File: src/rtl/gen1_descramble.sv
// Gen1/Gen2 receive descrambler: removes the x^16+x^5+x^4+x^3+1 scrambling on
// 1, 2 or 4 symbols per beat, with COM resync, SKP hold and TS ordered-set bypass.

module byte_scramble (
  input  logic [15:0] lfsr_in,
  input  logic [7:0]  data_in,
  input  logic        disable_scrambling,
  output logic [7:0]  data_out,
  output logic [15:0] lfsr_out
);
  logic [7:0] mask;

  // Bit i of a byte meets LFSR[15] after i shifts, which is the untouched LFSR[15-i].
  always_comb begin
    for (int b = 0; b < 8; b++) begin
      mask[b] = lfsr_in[15-b];
    end
  end

  always_comb begin
    logic [15:0] state;
    state = lfsr_in;
    for (int s = 0; s < 8; s++) begin
      state = {state[14:0], state[15]} ^ (state[15] ? 16'h0038 : 16'h0000);
    end
    lfsr_out = state;
  end

  assign data_out = disable_scrambling ? data_in : (data_in ^ mask);
endmodule

module gen1_descramble #(
  parameter logic [15:0] LFSR_SEED     = 16'hFFFF,
  parameter int          TS_BYPASS_LEN = 15
) (
  input  logic        clk_i,
  input  logic        rst_i,
  input  logic [31:0] data_in_i,
  input  logic [3:0]  data_k_in_i,
  input  logic        data_valid_i,
  input  logic [5:0]  pipe_width_i,
  input  logic        disable_scrambling_i,
  output logic [31:0] data_out_o,
  output logic [3:0]  data_k_out_o,
  output logic        data_valid_o,
  output logic        locked_o
);
  localparam int TS_W = $clog2(TS_BYPASS_LEN + 1);

  logic [15:0]     lfsr_reg;
  logic [TS_W-1:0] ts_cnt_reg;
  logic            after_com_reg;
  logic            locked_reg;
  logic [31:0]     data_out_reg;
  logic [3:0]      data_k_reg;
  logic            data_valid_reg;

  logic [31:0] data_next;
  logic [3:0]  data_k_next;
  logic [5:0]  n_bytes;

  assign n_bytes = pipe_width_i >> 3;

  // State ripples byte to byte, so a COM or TS window start in one lane
  // governs the later lanes of the same beat.
  for (genvar gi = 0; gi < 4; gi++) begin : g_byte
    logic [15:0]     lfsr_cur, lfsr_next, lfsr_adv;
    logic [TS_W-1:0] ts_cur, ts_next;
    logic            after_cur, after_next;
    logic            lock_cur, lock_next;
    logic [7:0]      sym, scr, dout;
    logic            is_k, is_com, is_skp, is_pad, active, bypass, kout;

    if (gi == 0) begin : g_first
      assign lfsr_cur  = lfsr_reg;
      assign ts_cur    = ts_cnt_reg;
      assign after_cur = after_com_reg;
      assign lock_cur  = locked_reg;
    end else begin : g_rest
      assign lfsr_cur  = g_byte[gi-1].lfsr_next;
      assign ts_cur    = g_byte[gi-1].ts_next;
      assign after_cur = g_byte[gi-1].after_next;
      assign lock_cur  = g_byte[gi-1].lock_next;
    end

    assign sym    = data_in_i[8*gi +: 8];
    assign is_k   = data_k_in_i[gi];
    assign is_com = is_k && (sym == 8'hBC);
    assign is_skp = is_k && (sym == 8'h1C);
    assign is_pad = is_k && (sym == 8'hF7);
    assign active = n_bytes > 6'(gi);

    byte_scramble u_scr (
      .lfsr_in            (lfsr_cur),
      .data_in            (sym),
      .disable_scrambling (1'b0),
      .data_out           (scr),
      .lfsr_out           (lfsr_adv)
    );

    always_comb begin
      lfsr_next  = lfsr_cur;
      ts_next    = ts_cur;
      after_next = after_cur;
      lock_next  = lock_cur;
      dout       = 8'h00;
      kout       = 1'b0;
      bypass     = 1'b0;
      if (active) begin
        dout = sym;
        kout = is_k;
        if (is_com) begin
          lfsr_next  = LFSR_SEED;
          ts_next    = '0;
          after_next = 1'b1;
          lock_next  = 1'b1;
        end else begin
          if (!is_skp) begin
            lfsr_next = lfsr_adv;
          end
          // The symbol right after COM is itself the first bypassed one of a TS.
          if (after_cur) begin
            after_next = 1'b0;
            bypass     = 1'b1;
            ts_next    = (!is_k || is_pad) ? TS_W'(TS_BYPASS_LEN - 1) : '0;
          end else if (!is_skp && (ts_cur != '0)) begin
            bypass  = 1'b1;
            ts_next = ts_cur - TS_W'(1);
          end
          if (!is_k && !bypass && lock_cur && !disable_scrambling_i) begin
            dout = scr;
          end
        end
      end
    end

    assign data_next[8*gi +: 8] = dout;
    assign data_k_next[gi]      = kout;
  end

  always_ff @(posedge clk_i) begin
    if (rst_i) begin
      lfsr_reg       <= LFSR_SEED;
      ts_cnt_reg     <= '0;
      after_com_reg  <= 1'b0;
      locked_reg     <= 1'b0;
      data_out_reg   <= '0;
      data_k_reg     <= '0;
      data_valid_reg <= 1'b0;
    end else begin
      data_valid_reg <= data_valid_i;
      if (data_valid_i) begin
        lfsr_reg      <= g_byte[3].lfsr_next;
        ts_cnt_reg    <= g_byte[3].ts_next;
        after_com_reg <= g_byte[3].after_next;
        locked_reg    <= g_byte[3].lock_next;
        data_out_reg  <= data_next;
        data_k_reg    <= data_k_next;
      end
    end
  end

  assign data_out_o   = data_out_reg;
  assign data_k_out_o = data_k_reg;
  assign data_valid_o = data_valid_reg;
  assign locked_o     = locked_reg;
endmodule

File: config.mk
export PLATFORM = sky130hd
export DESIGN_NAME = gen1_descramble
export DESIGN_NICKNAME = d
export VERILOG_FILES = /design/src/rtl/gen1_descramble.sv
export SDC_FILE = /design/constraint.sdc
export NUM_CORES = 1
export LEC_CHECK = 0
export CAP_MARGIN = 20
export CELL_PAD_IN_SITES_DETAIL_PLACEMENT = 1
export CELL_PAD_IN_SITES_GLOBAL_PLACEMENT = 1
export CORE_MARGIN = 2
export CORE_UTILIZATION = 44
export CTS_CLUSTER_DIAMETER = 120
export CTS_CLUSTER_SIZE = 24
export DETAILED_ROUTE_END_ITERATION = 7
export GPL_TIMING_DRIVEN = 0
export PLACE_DENSITY = 0.85
export SYNTH_ARGS = -nofsm -noshare
export SYNTH_HDL_FRONTEND = slang
export SYNTH_SLANG_ARGS = --single-unit
File: constraint.sdc
create_clock -name clk_i -period 12.85 [get_ports clk_i]
set_clock_uncertainty 0.2 [all_clocks]
set_input_delay 1.285 -clock clk_i [delete_from_list [all_inputs] [get_ports clk_i]]
set_output_delay 1.285 -clock clk_i [all_outputs]
set_load 0.02 [all_outputs]
==> impl_metrics.json <==
{
  "die_area_mm2": 0.0135,
  "synthFlopType": "dfxtp_1",
  "nFillCells": 1574,
  "top_layer": "met4",
  "io_pins": 84,
  "finalWeightedCongestion": 0.933,
  "fin_area_mm2": 0.00682,
  "crit_arrival_ns": 6.35,
  "grt_overflow": 0,
  "core_mm2": 0.0125,
  "io_buffers": 75,
  "drt_wl_total_um": 22800,
  "cts_resized": 0,
  "synth_edf_count": 0,
  "crit_chain": "clkdlybuf4s50_1 -> nor3_2 -> clkbuf_1 -> nor3_1 -> a222oi_1 -> a221oi_2 -> nor3b_1 -> nor3_1 -> a311oi_1 -> ha_1 -> inv_1 -> a211o_1 -> a211oi_1 -> nor2_1 -> nor3b_1 -> xnor2_1 -> o21ai_0",
  "ir_drop_mv": 0.249,
  "synth_xor_area_share_pct": 17.2,
  "setup_tns_ns": 0,
  "cp_top_family": "compound AO/OA/AOI/OAI gates",
  "critPathLaunchType": "input port",
  "pwr_density_cell_mw_per_mm2": 331,
  "hold_class": "reg2reg",
  "drt-initial-drc-count": 381,
  "period_share_pct": 49.2,
  "slew_viol_final": 0,
  "vias": 6179,
  "cts_tree": "built",
  "synth_top_family_by_area": "compound AO/OA/AOI/OAI gates",
  "die_width_um": 116,
  "fmax_ghz": 0.158,
  "track_usage_pct": 34.0,
  "worst_slack_ns": 6.52,
  "synth.distinct_cells": 91,
  "drc": 0,
  "hpwl_um": 17900,
  "async_reset_ff_share_pct": 0,
  "die_h_um": 116,
  "syn_inst": 732,
  "holdWs_ns": 0.248,
  "rows": 41,
  "numCtsBuffers": 9,
  "cts.htree.levels": 3,
  "ys_seq_area_share_pct": 21.3,
  "yosys.area_share.simple_pct": 26.7,
  "cp_slowest_stage_delay_ns": 0.64,
  "hold_viol_final": 0,
  "grt_max_degree": 12,
  "cp_slowest_cell": "nor3_2",
  "maxSlewHeadroom_pct": 33.7,
  "layout-drive-gt1-share_pct": 10.2,
  "areaGrowthSynthToFinish_pct": 22.8,
  "antenna_found_initial": 0,
  "p_leak_nw": 2.43,
  "outcome": "finished, final reports clean",
  "hold_buffers": 0,
  "clock-sinks": 59,
  "min_period_ns": 6.33,
  "synth_nets": 780,
  "worstPathRequired_ns": 12.87,
  "wl_per_cell_um": 22.9,
  "place_inst": 979,
  "dp_slack_ns": 6.25,
  "synth_top_area_share_pct": 21.3,
  "worst_pin_slew_ns": 0.991,
  "crit_path_max_fanout": 10,
  "dpl_cell_area_mm2": 0.00652,
  "syn_area_mm2": 0.00556,
  "rsz0062_at_grt": "false",
  "first_global_vias": 6307,
  "mostFrequentLayoutCell": "nand2_1",
  "met2_length_um": 10900,
  "worstSetupPathType": "in2reg",
  "fin_nets": 867,
  "synthMuxAreaShare_pct": 0.563,
  "avgSynthCellArea_um2": 7.59,
  "cts_buffer_depth": 2,
  "clock_latency_ns": 0.35,
  "diodes": 0,
  "path_clk_slew_ns": 0.06,
  "start_util_pct": 44.6,
  "wl_met1_um": 9540,
  "final_cell_mix": "87 x nand2_1, 80 x xnor2_1, 75 x clkdlybuf4s50_1",
  "setup_viol": 0,
  "maxCapViolCount": 0,
  "ys_warn_count": 0,
  "root_buffer": "clkbuf_16",
  "wl_met3_um": 1280,
  "synth_compound_area_share_pct": 30.1,
  "vias_per_cell": 6.20,
  "grt_pass1_wl_um": 34800,
  "synth_top_cells_by_area": "dfxtp_1 21%, xnor2_1 13%, nand2_1 5.9%, nor2_1 4.8%, xor2_1 3.5%",
  "crit_path_end_kind": "flip-flop",
  "synth-seq-cells": 59,
  "cp_num_buf_inv": 3,
  "post-cts-setup-buffer-count": 0,
  "detail_route.first_pass.iterations": 5,
  "instances_no_fill": 996,
  "largest_register_ffs": 32,
  "synth_adder_area_share_pct": 0.450,
  "ant_nets": 0,
  "yosys.area.top_type": "dfxtp_1"
}
power by group:
| part | total [W] | leakage, nW | switching, W | internal, W |
|---|---|---|---|---|
| combinational | 0.00177 | 1.81 | 0.00103 | 0.000741 |
| clock | 0.000247 | 0.141 | 0.0000979 | 0.000149 |
| sequential | 0.000242 | 0.485 | 0.0000271 | 0.000215 |
Yosys cell counts (all sizes together), types with 14 or more instances:
| master | count |
|---|---|
| clkbuf | 27 |
| o21ai | 50 |
| a21oi | 36 |
| xor2 | 23 |
| buf | 14 |
| dfxtp | 59 |
| nor2 | 81 |
| nand3 | 26 |
| a22oi | 25 |
| nand2 | 87 |
| xnor2 | 80 |
| nor3 | 17 |
path summary, 6_finish.rpt:
path	to	startpoint	slack, ns	cells past startpoint
setup / recovery	data_out_o[26]	pipe_width_i[4]	6.52	17
hold / removal	data_out_o[19]	data_out_o[19]	0.25	2
setup reg to reg	data_out_o[26]	g_byte[0].ts_cur[0]	7.49	18
hold reg to reg	data_out_o[19]	data_out_o[19]	0.25	2
worst reg2reg max path, stage by stage (launching register included):
cell and delay [ns]:
dfxtp_1 0.36, inv_1 0.16, ha_1 0.26, or3b_2 0.56, a211oi_2 0.28, o211ai_1 0.18, a222oi_1 0.44, a221oi_2 0.22
nor3b_1 0.32, nor3_1 0.10, a311oi_1 0.50, ha_1 0.28, inv_1 0.07, a211o_1 0.23, a211oi_1 0.31, nor2_1 0.24
nor3b_1 0.30, xnor2_1 0.16, o21ai_0 0.09
through the flow:
step / power, W / utilization, %
floorplan: 0.00157 / -
global placement: 0.00191 / 52.3
detailed placement: 0.00197 / 52.3
CTS: 0.00223 / 54.7
global route: 0.00239 / 54.7
finish: 0.00226 / 54.7
routing by layer:
| metal | track usage, % | up-vias |
|---|---|---|
| met1 | 41.9 | 3021 |
| met3 | 3.74 | 65 |
| li1 | - | 2859 |
| met2 | 57.8 | 234 |
| met5 | 0 | - |
| met4 | 19.0 | 0 |
layout make-up:
class / instances / area (um^2) / area share (%)
repair buffers: 76 / 756 / 11.1
clock inverters: 7 / 68.8 / 1.01
multi-input cells: 625 / 4170 / 61.1
plain buffers: 41 / 183 / 2.68
clock buffers: 9 / 225 / 3.30
flip-flops and latches: 59 / 1180 / 17.3
inverters: 7 / 26.3 / 0.385
well taps: 172 / 215 / 3.15
cell families after synthesis:
family,after synthesis
AO/OA/AOI/OAI,225
XOR/XNOR,105
adder cells (fa/ha/maj),2
buffers and inverters,48
flip-flops,59
multiplexers,3
AND/OR/NAND/NOR,290
No activity file was read; power rests on OpenSTA's default activity.
